[config.mk]
export PLATFORM = sky130hd
export DESIGN_NAME = alu_operand_stage_flat
export DESIGN_NICKNAME = d
export VERILOG_FILES = /design/src/rtl/alu_operand_stage_if.sv /design/src/rtl/alu_operand_stage.sv /design/src/flat_wrapper.sv
export SDC_FILE = /design/constraint.sdc
export NUM_CORES = 1
export LEC_CHECK = 0
export CAP_MARGIN = 10
export CORE_MARGIN = 3
export CORE_UTILIZATION = 50
export DETAILED_ROUTE_END_ITERATION = 8
export DONT_BUFFER_PORTS = 1
export HOLD_SLACK_MARGIN = 0.15
export PLACE_DENSITY = 0.75
export SYNTH_ARGS = -nofsm -noshare
export SYNTH_HDL_FRONTEND = slang
export SYNTH_SLANG_ARGS = --single-unit
[constraint.sdc]
create_clock -name clock -period 5.8 [get_ports clock]
set_clock_uncertainty 0.05 [all_clocks]
set_input_delay 1.45 -clock clock [delete_from_list [all_inputs] [get_ports clock]]
set_output_delay 1.45 -clock clock [all_outputs]
set_load 0.1 [all_outputs]
[src/rtl/alu_operand_stage_if.sv]
// Control-unit / ALU side signal bundle for alu_operand_stage.
// master: control unit plus external ALU; slave: the operand stage itself.
interface alu_operand_stage_if;
  logic [31:0] bus_in;
  logic        y_in;
  logic        start;
  logic [3:0]  op;
  logic [31:0] alu_a;
  logic [31:0] alu_b;
  logic [3:0]  alu_op;
  logic [63:0] alu_result;
  logic [31:0] z_hi;
  logic [31:0] z_lo;
  logic        busy;
  logic        done;
  logic        div_zero;

  modport master (
    output bus_in, y_in, start, op, alu_result,
    input  alu_a, alu_b, alu_op, z_hi, z_lo, busy, done, div_zero
  );

  modport slave (
    input  bus_in, y_in, start, op, alu_result,
    output alu_a, alu_b, alu_op, z_hi, z_lo, busy, done, div_zero
  );
endinterface

[src/rtl/alu_operand_stage.sv]
// Sequential wrapper around the combinational ALU: latches operands for a settle
// window, then captures the 64-bit result into Z and pulses done.
module alu_operand_stage #(
  parameter int unsigned BASIC_WAIT  = 1,
  parameter int unsigned MULDIV_WAIT = 4
) (
  input logic                clock,
  input logic                clear,
  alu_operand_stage_if.slave bus
);
  typedef enum logic {IDLE, SETTLE} state_e;

  localparam logic [3:0] OP_MUL     = 4'd4;
  localparam logic [3:0] OP_DIV     = 4'd5;
  localparam logic [3:0] BASIC_CNT  = 4'(BASIC_WAIT);
  localparam logic [3:0] MULDIV_CNT = 4'(MULDIV_WAIT);

  state_e      state_q, state_d;
  logic [31:0] y_q, y_d;
  logic [31:0] a_q, a_d;
  logic [31:0] b_q, b_d;
  logic [3:0]  op_q, op_d;
  logic [3:0]  cnt_q, cnt_d;
  logic [31:0] zhi_q, zhi_d;
  logic [31:0] zlo_q, zlo_d;
  logic        busy_q, busy_d;
  logic        done_q, done_d;
  logic        dz_q, dz_d;

  always_comb begin
    state_d = state_q;
    y_d     = bus.y_in ? bus.bus_in : y_q;
    a_d     = a_q;
    b_d     = b_q;
    op_d    = op_q;
    cnt_d   = cnt_q;
    zhi_d   = zhi_q;
    zlo_d   = zlo_q;
    busy_d  = busy_q;
    done_d  = 1'b0;
    dz_d    = dz_q;
    unique case (state_q)
      IDLE: begin
        if (bus.start) begin
          // Operand A comes from the pre-edge Y, so a same-edge y_in load is not seen.
          a_d     = y_q;
          b_d     = bus.bus_in;
          op_d    = bus.op;
          cnt_d   = (bus.op == OP_MUL || bus.op == OP_DIV) ? MULDIV_CNT : BASIC_CNT;
          busy_d  = 1'b1;
          state_d = SETTLE;
        end
      end
      SETTLE: begin
        if (cnt_q > 4'd1) begin
          cnt_d = cnt_q - 4'd1;
        end else begin
          zhi_d   = bus.alu_result[63:32];
          zlo_d   = bus.alu_result[31:0];
          dz_d    = (op_q == OP_DIV) && (b_q == '0);
          done_d  = 1'b1;
          busy_d  = 1'b0;
          state_d = IDLE;
        end
      end
      default: state_d = IDLE;
    endcase
  end

  always_ff @(posedge clock or negedge clear) begin
    if (!clear) begin
      state_q <= IDLE;
      y_q     <= '0;
      a_q     <= '0;
      b_q     <= '0;
      op_q    <= '0;
      cnt_q   <= '0;
      zhi_q   <= '0;
      zlo_q   <= '0;
      busy_q  <= 1'b0;
      done_q  <= 1'b0;
      dz_q    <= 1'b0;
    end else begin
      state_q <= state_d;
      y_q     <= y_d;
      a_q     <= a_d;
      b_q     <= b_d;
      op_q    <= op_d;
      cnt_q   <= cnt_d;
      zhi_q   <= zhi_d;
      zlo_q   <= zlo_d;
      busy_q  <= busy_d;
      done_q  <= done_d;
      dz_q    <= dz_d;
    end
  end

  assign bus.alu_a    = a_q;
  assign bus.alu_b    = b_q;
  assign bus.alu_op   = op_q;
  assign bus.z_hi     = zhi_q;
  assign bus.z_lo     = zlo_q;
  assign bus.busy     = busy_q;
  assign bus.done     = done_q;
  assign bus.div_zero = dz_q;
endmodule

[src/flat_wrapper.sv]
// flat-port wrapper written by rule: the top's interface ports become plain ports
module alu_operand_stage_flat 
#(
  parameter int unsigned BASIC_WAIT  = 1,
  parameter int unsigned MULDIV_WAIT = 4
)
  (clock, clear, bus_bus_in, bus_y_in, bus_start, bus_op, bus_alu_result, bus_alu_a, bus_alu_b, bus_alu_op, bus_z_hi, bus_z_lo, bus_busy, bus_done, bus_div_zero);
  alu_operand_stage_if bus_i ();
  input logic clock;
  input logic clear;
  input wire logic [$bits(bus_i.bus_in)-1:0] bus_bus_in;
  input wire logic [$bits(bus_i.y_in)-1:0] bus_y_in;
  input wire logic [$bits(bus_i.start)-1:0] bus_start;
  input wire logic [$bits(bus_i.op)-1:0] bus_op;
  input wire logic [$bits(bus_i.alu_result)-1:0] bus_alu_result;
  output wire logic [$bits(bus_i.alu_a)-1:0] bus_alu_a;
  output wire logic [$bits(bus_i.alu_b)-1:0] bus_alu_b;
  output wire logic [$bits(bus_i.alu_op)-1:0] bus_alu_op;
  output wire logic [$bits(bus_i.z_hi)-1:0] bus_z_hi;
  output wire logic [$bits(bus_i.z_lo)-1:0] bus_z_lo;
  output wire logic [$bits(bus_i.busy)-1:0] bus_busy;
  output wire logic [$bits(bus_i.done)-1:0] bus_done;
  output wire logic [$bits(bus_i.div_zero)-1:0] bus_div_zero;
  assign bus_i.bus_in = bus_bus_in;
  assign bus_i.y_in = bus_y_in;
  assign bus_i.start = bus_start;
  assign bus_i.op = bus_op;
  assign bus_i.alu_result = bus_alu_result;
  assign bus_alu_a = bus_i.alu_a;
  assign bus_alu_b = bus_i.alu_b;
  assign bus_alu_op = bus_i.alu_op;
  assign bus_z_hi = bus_i.z_hi;
  assign bus_z_lo = bus_i.z_lo;
  assign bus_busy = bus_i.busy;
  assign bus_done = bus_i.done;
  assign bus_div_zero = bus_i.div_zero;
  alu_operand_stage #(.BASIC_WAIT(BASIC_WAIT), .MULDIV_WAIT(MULDIV_WAIT)) u_core (.clock(clock), .clear(clear), .bus(bus_i));
endmodule
Word level (Yosys, flattened, before mapping)

Cells that the tools add are included.

Register bits after elaboration: 172
Input bits: 104
Output and inout bits: 135
Word-level logic and storage cells: 40

$add $sub $neg: 1
$lt $le $gt $ge: 1
Equal/unequal tests: 6
Multiplexer cells: 12
Bitwise gates (word level): 2
Reduce and logical (&&, ||, !) cells: 7

Operators by type and width:

| kind                | number |
|---|---|
| $logic_not 32->1    | 1 |
| $eq 4x3->1 const B  | 3 |
| $mux 4              | 2 |
| $pmux 4 s2          | 1 |
| $reduce_and 2->1    | 4 |
| $mux 1              | 6 |
| $ne 2x2->1 const B  | 3 |
| $gt 4x1->1 const B  | 1 |
| $pmux 1 s2          | 2 |
| $sub 4x1->4 const B | 1 |
| $mux 3              | 1 |
| $not 1->1           | 2 |
| $logic_and 1x1->1   | 1 |
| $logic_or 1x1->1    | 1 |

Longest topological paths before layout

Gate-level depths: netlist of run 1.

Word-level depth: 5
Mapped depth: 8
Mapped depth without buffers: 6

Worst setup path before layout of run 1

No wires, ideal clock.

Path type: input to register
From: in bus_y_in
To: reg u_core.y_q[0]
Setup time: 0.125 ns
Arrival time: 2.325 ns
Slack: 3.300 ns
Cell stages on the path: 3
Buffers on the path: 2
Cells stage by stage: clkbuf_1 -> buf_1 -> mux2_2

RTL lines:

| item                   | RTL line                | text |
|---|---|---|
| start: declaration     | flat_wrapper.sv:12      | `input wire logic [$bits(bus_i.y_in)-1:0] bus_y_in;` |
| end signal: assignment | alu_operand_stage.sv:85 | `y_q <= y_d;` |
| end: declaration       | alu_operand_stage.sv:19 | `logic [31:0] y_q, y_d;` |

No word-level cell between the ends.

Worst setup path after layout of run 1

From: reg u_core.b_q[31] (netlist: u_core.bus.alu_b[31])
To: out bus_alu_b[31]

RTL lines:

| item                     | RTL line                | text |
|---|---|---|
| start: declaration       | alu_operand_stage.sv:21 | `logic [31:0] b_q, b_d;` |
| start signal: assignment | alu_operand_stage.sv:75 | `b_q <= '0;` |
| start signal: assignment | alu_operand_stage.sv:87 | `b_q <= b_d;` |
| end: declaration         | flat_wrapper.sv:17      | `output wire logic [$bits(bus_i.alu_b)-1:0] bus_alu_b;` |

No word-level cell between the ends.

==> results of run 1 <==
-- layout make-up --
cell class,count,area (µm²),area share
flip-flops and latches,172,4304,0.5968
multi-input cells,335,2110,0.2925
clock buffers,26,509.2,0.07061
well taps,172,215.2,0.02984
clock inverters,5,33.78,0.004684
repair buffers,3,22.52,0.003123
inverters,4,15.01,0.002082
diodes,1,2.502,0.0003470
-- cells in the final DEF (no fill, tap or decap), types with 2 or more instances in the layout --
cell type / count
sky130_fd_sc_hd__a21oi_1: 2
sky130_fd_sc_hd__buf_4: 3
sky130_fd_sc_hd__clkbuf_1: 4
sky130_fd_sc_hd__clkbuf_16: 17
sky130_fd_sc_hd__clkbuf_8: 5
sky130_fd_sc_hd__clkinv_2: 2
sky130_fd_sc_hd__clkinvlp_4: 2
sky130_fd_sc_hd__dfrtp_1: 172
sky130_fd_sc_hd__ha_1: 2
sky130_fd_sc_hd__inv_1: 4
sky130_fd_sc_hd__mux2_1: 16
sky130_fd_sc_hd__mux2_2: 81
sky130_fd_sc_hd__nand2_1: 206
sky130_fd_sc_hd__nand3_1: 2
sky130_fd_sc_hd__nor4_1: 7
sky130_fd_sc_hd__nor4b_1: 3
sky130_fd_sc_hd__o21ai_0: 3
-- state kept, by name (all words and copies together), names as in the netlist --
signal and flops:
u_core.bus.alu_a 32, u_core.bus.alu_b 32, u_core.bus.z_hi 32, u_core.bus.z_lo 32
u_core.y_q 32, u_core.bus.alu_op 4, u_core.cnt_q 4, u_core.bus.busy 1
u_core.bus.div_zero 1, u_core.bus.done 1, u_core.state_q 1
-- logic make-up after synthesis --
family                     Yosys count
AOI/OAI and AO/OA                    9
adders and majority gates            2
buffers and inverters               32
DFF                                172
muxes                               97
and+or+nand+nor                    227
-- metal layers --
layer,part of all wire,vias up,wire [µm],track usage
met5,0,-,0,0
met4,0.016,0,218,0.07720
met3,0.13,16,1834,0.1015
met2,0.48,188,6618,0.3018
met1,0.37,1859,5116,0.2290
li1,-,1749,-,-
-- path summary, 6_finish.rpt --
check                                      from              endpoint  slack [ns]
min                              u_core.y_q[16]  u_core.bus.alu_a[16]        0.41
min reg2reg                      u_core.y_q[16]  u_core.bus.alu_a[16]        0.41
max                        u_core.bus.alu_b[31]         bus_alu_b[31]        2.90
max reg2reg                     u_core.cnt_q[0]   u_core.bus.z_hi[24]        3.39
max in group asynchronous                 clear   u_core.bus.z_hi[15]        4.85
min in group asynchronous                 clear  u_core.bus.alu_a[14]        0.67
-- stage by stage --
step	util	hold WS (ns)	instance area, µm²	setup WS [ns]	cells
final	0.5669	0.4133	7212	2.901	718
after global routing	0.5669	0.4425	7212	2.848	718
after CTS	0.5667	0.4142	7209	2.871	717
after detailed placement	0.5240	0.4034	6666	3.043	686
after global placement	0.5240	0.3935	6666	3.092	686
after floorplan	-	0.3848	6545	3.300	539
==> metrics list, run 1 <==
- Synth area leader: sky130_fd_sc_hd__dfrtp_1
- Setup repair after global routing missed its margin: false
- Total wire length after detailed routing: 13790 µm
* Core Footprint: 12720 µm²
* CTS H-tree depth: 4
- Insertion delay of the later-clocked pin in the worst-skew pair: 0.41 ns
* Sum of net half-perimeters after detailed placement: 9620 µm
- The final layout contains 639 nets.
- The via count of the first global-routing pass came to 3951.
- Initial antenna violation count: 1
* Iteration count of the initial detailed-routing pass: 7
- Of the available clock period, the critical path in the final layout requires 0.4998.
- Count of instances resized after the clock tree is built: 0
* Top achievable clock speed: 0.3450 GHz
* Crit path max fanout: 3
- DR DRC count: 0
- In this run the remaining antenna-violating nets after routing total 0.
- Yosys printed 0 warnings.
- Crit path DAT: 1.40 ns
- Global-route wire length before repair: 21770 µm
* Number of maximum-capacitance violations: 0
- Share of layout cells above drive strength 1: 0.2092
- At the end of routability-driven placement, the weighted congestion stood at 0.7494.
- Commonest cells in the netlist: sky130_fd_sc_hd__nand2_1, sky130_fd_sc_hd__dfrtp_1, sky130_fd_sc_hd__mux2_2
- Clock-pin slew on the worst setup and hold paths: 0.06 ns
* Top-level port count: 239
- Combinational family with the most area after synthesis: multiplexers
- Summed instance area of the synthesized netlist: 6545 µm²
- XOR/XNOR share of the synthesized area: 0
- The worst hold path was traced through 2 stages.
* Horiz. Die Dim: 120.4 µm
* Area growth syn-to-layout: 10.19%
* Data required, critical path: 4.30 ns
- For the pin with the worst max-slew slack, the measured transition is 0.9710 ns.
* Stages on the worst setup path: 0
* Adder-Cell Fraction of Synth Area: 0.003823
* Cell Rows: 41
- For this configuration, the core starts out at a cell density of 0.5145.
- Complex-gate fraction of the synthesized area: 0.008603
- Counting flops with an async set or reset pin after synthesis yields a share of 1.000.
* Mux cell area share after synthesis: 0.1669
- Top FF cell, synth: sky130_fd_sc_hd__dfrtp_1
* TritonCTS clock tree: done
* Type of origin of the critical path: register
* Min cycle time layout: 2.899 ns
- Root Buffer: sky130_fd_sc_hd__clkbuf_16
- Synthesis instantiated 30 different standard cells from the library.
- Capturing element type of the critical path: primary output
- Sum Neg Setup Slack: 0 ns
* DIE HEIGHT: 120.4 µm
- Area share of the largest cell type after synthesis: 0.6576
- The run finished with clean final reports.
- CTS Hold Bufs: 0
* WS Path Type: reg -> out
- The number of nets handed over by synthesis was 645.
- Detailed routing inserted a total of 3812 vias.
- Of the synthesized area, sequential elements account for 0.6576.
- After detailed routing, the average wire length per cell comes to 19.20 µm.
- #FFs+latches synth: 172
- EDFF count, synth: 0
- The count of endpoints failing hold in the final timing report was 0.
* Final setup violation count: 0
- Count of final max-slew check failures: 0
- Yosys instantiated no cell more often than sky130_fd_sc_hd__nand2_1.
- Clock sinks: 172
- Worst-case clock buffer depth: 2
* Detailed-route vias per instance: 5.309
- By area the synthesized netlist is led by sky130_fd_sc_hd__dfrtp_1, sky130_fd_sc_hd__mux2_2, sky130_fd_sc_hd__nand2_1, sky130_fd_sc_hd__mux2_1, sky130_fd_sc_hd__clkbuf_1.
- Basic-gate share of the synthesized area counting and, or, nand and nor cells: 0.1405
- The worst hold path belongs to the class reg -> reg.
- Across every metal layer, demand over resource in global routing totals 0.1943.
* Remaining max-slew budget at the tightest pin: 0.3527
- Total overflow reported by the global router: 0
* Count of fill cells added during filler insertion: 1094
- The count of buffers added on input and output ports is 0.
- The die covers 14500 µm².
- Synthesis produced 539 cells.
- Post-Synthesis Mean Instance Area: 12.14 µm²
- Detailed router's first-iteration violation count: 210
- Length in cells of the worst reg-to-reg path: 6
- Setup Fix Bufs, Post-CTS: 0
- Counting the buffers created by CTS gives 17.
- Maximum number of pins on one net before global-route repair: 173
Power of run 1 is left out: the tool's default activity adds up to more than one toggle a clock period on the data nets, which glitch-free logic cannot reach.
==> run 2, diff against run 1 <==
--- a/config.mk
+++ b/config.mk
@@ -11,7 +11,7 @@
 export DETAILED_ROUTE_END_ITERATION = 8
 export DONT_BUFFER_PORTS = 1
 export HOLD_SLACK_MARGIN = 0.15
-export PLACE_DENSITY = 0.75
+export PLACE_DENSITY = 0.78
 export SYNTH_ARGS = -nofsm -noshare
 export SYNTH_HDL_FRONTEND = slang
 export SYNTH_SLANG_ARGS = --single-unit
==> constraint.sdc (replaced) <==
create_clock -name clock -period 2.5 [get_ports clock]
set_clock_uncertainty 0.05 [all_clocks]
set_input_delay 0.625 -clock clock [delete_from_list [all_inputs] [get_ports clock]]
set_output_delay 0.625 -clock clock [all_outputs]
set_load 0.1 [all_outputs]
==> run 2 against run 1 <==
The flow now finishes with violations (negative hold slack). Die area did not move. Worst setup slack worse by 2.5 ns. First-iteration DRC count fell by 12%. Critical path depth increased by 6. Via count rose by 7.5%. Routed wire length up 9.7%. Non-clock buffer count grew 67. Cell count up 9.3%. Critical path type is now reg -> reg.
==> metrics list, run 2 (synthesis results as in run 1) <==
- Status: finished with violations
- The final reports fail on negative hold slack.
- In this run the worst hold path is classified as in -> async.
- Worst-case setup slack after placement: 0.4324 ns (-2.610 ns)
- Final clock period utilization by the worst path: 0.8476
- Vias in the first global route: 4310 (+9.1%)
- The clock insertion delay at the later pin of the skew report was 0.42 ns (about the same).
- DIE HEIGHT: 120.4 µm (unchanged)
- The tree is rooted in a sky130_fd_sc_hd__clkbuf_16.
- The number of antenna violations at the first check in global routing was 0 (-1).
* Setup Fix Bufs, Post-CTS: 0 (unchanged)
- Core Footprint: 12720 µm² (unchanged)
- Total via count after detailed routing: 4099 (+7.5%)
- Share of layout cells above drive strength 1: 0.2985 (+0.08936)
- STA classifies the critical path startpoint as a register.
- The half-perimeter wire length of the detailed placement result came to 10570 µm (+9.9%).
- TritonCTS clock tree: done
- CP max-delay cell: sky130_fd_sc_hd__dfrtp_1
- Data required, critical path: 2.74 ns (-1.56 ns)
* Sum Neg Setup Slack: 0 ns (unchanged)
- The number of sinks driven by the clock tree is 172 (unchanged).
* Total wire length after detailed routing: 15130 µm (+9.7%)
* Global router's overall resource usage: 0.2094 (+0.01510)
- Horiz. Die Dim: 120.4 µm (unchanged)
- Worst path max stage delay: 0.43 ns
- Final setup violation count: 0 (unchanged)
- The area growth from synthesis to layout is 19.50%.
* WS Path Type: reg -> reg
- The overall die area was 14500 µm² (unchanged).
- Iteration count of the initial detailed-routing pass: 4 (-3)
* Port buffer count: 0 (unchanged)
- Detailed-route vias per instance: 5.222 (-1.6%)
* Count of instances resized after the clock tree is built: 0 (unchanged)
* Crit path max fanout: 66 (+63)
* Most common cell after layout, fill and taps aside: sky130_fd_sc_hd__nand2_1
- Total overflow reported by the global router: 0 (unchanged)
* Min cycle time layout: 2.119 ns
* Maximum number of pins on one net before global-route repair: 173 (unchanged)
- Wire length per cell: 19.27 µm (+0.35%)
* Final nets: 706 (+10%)
* Setup slack after layout: 0.3810 ns (-2.520 ns)
* Top achievable clock speed: 0.4719 GHz
- Total clock buffers created by CTS: 17 (unchanged)
- Initial cell density of the core: 0.5145 (unchanged)
- Count of endpoints failing hold in the final timing report: 172 (+172)
- Top-level port count: 239 (unchanged)
- Hold Slack: -0.1604 ns (-0.5737 ns)
* DR DRC count: 0 (unchanged)
- Cell Rows: 41 (unchanged)
- The number of fill cells in the layout was 1041 (-4.8%).
* Storage cell area: 4304 µm² (unchanged)
- Actual slew at the worst max-slew pin: 0.9935 ns (+0.02249 ns)
* Worst-case clock buffer depth: 2 (unchanged)
* Number of maximum-capacitance violations: 0 (unchanged)
- Last weighted congestion value of the routability-driven placer: 0.7741 (+3.3%)
- Final antenna diode count: 0 (-1)
- Detailed router's first-iteration violation count: 184 (-12%)
- The library cells used most frequently in the layout, excluding fill and tap cells, are sky130_fd_sc_hd__nand2_1, sky130_fd_sc_hd__dfrtp_1, sky130_fd_sc_hd__mux2_2.
- Remaining max-slew budget at the tightest pin: 0.3377 (-0.01499)
- Antenna viol nets, final: 0 (unchanged)
* Setup repair after global routing missed its margin: false
- The level count of the clock H-tree is 4 (unchanged).
- The area of combinational cells with multiple inputs is 2110 µm² (unchanged).
- Traced cell by cell, the critical path runs through inv_1 > ha_1 > o21bai_1 > nor3b_4 > buf_12 > mux2_1.
- The data arrival at the endpoint of the critical path came to 2.36 ns (+0.96 ns).
- Count of final max-slew check failures: 0 (unchanged)
- Clock-pin slew on the worst setup and hold paths: 0.07 ns (about the same)
* Global-route wire length before repair: 23350 µm (+7.3%)
- The worst setup path is captured at a register.
run 2: path summary, 6_finish.rpt:
| path | from | end | slack (ns) | cells past startpoint |
|---|---|---|---|---|
| max | u_core.cnt_q[0] | u_core.bus.z_lo[28] | 0.38 | 6 |
| min | clear | u_core.y_q[23] | -0.16 | 0 |
| max reg2reg | u_core.cnt_q[0] | u_core.bus.z_lo[28] | 0.38 | 6 |
| min reg2reg | u_core.y_q[18] | u_core.bus.alu_a[18] | 0.42 | 2 |
| max in group asynchronous | clear | u_core.bus.alu_op[2] | 2.33 | 0 |
| min in group clock | bus_bus_in[21] | u_core.bus.alu_b[21] | 0.25 | 2 |
run 2: routing by layer:
metal  global-route usage  up-vias  routed length [µm]
met5                    0        -                   0
met4              0.06374        0                 191
met3              0.09822       16                1755
met2               0.3479      191                7507
met1               0.2424     2010                5675
li1                     -     1882                   -
run 2: worst max-delay path: cells and delay by family (launching register included):
kind	cells	cell delay [ns]
flip-flops	1	0.43
AND/OR/NAND/NOR	1	0.30
adder cells (fa/ha/maj)	1	0.20
multiplexers	1	0.39
AO/OA/AOI/OAI	1	0.14
buffers and inverters	2	0.43
run 2: stage by stage:
step	instances	util	area (µm²)	hold slack [ns]
2_1_floorplan	539	-	6545	0.2794
3_3_place_gp	753	0.5655	7194	0.2838
3_5_place_dp	753	0.5655	7194	0.2838
4_1_cts	785	0.6148	7821	-0.1693
5_1_grt	785	0.6148	7821	-0.1840
6_report	785	0.6148	7821	-0.1604
run 2: layout make-up:
type                    instances  share of cell area
clock buffers                  22             0.05935
clock inverters                10             0.02080
inverters                       4            0.001920
multi-input cells             335              0.2697
flip-flops and latches        172              0.5503
well taps                     172             0.02752
repair buffers                 70             0.07039
Power of run 2 is left out for the same reason.
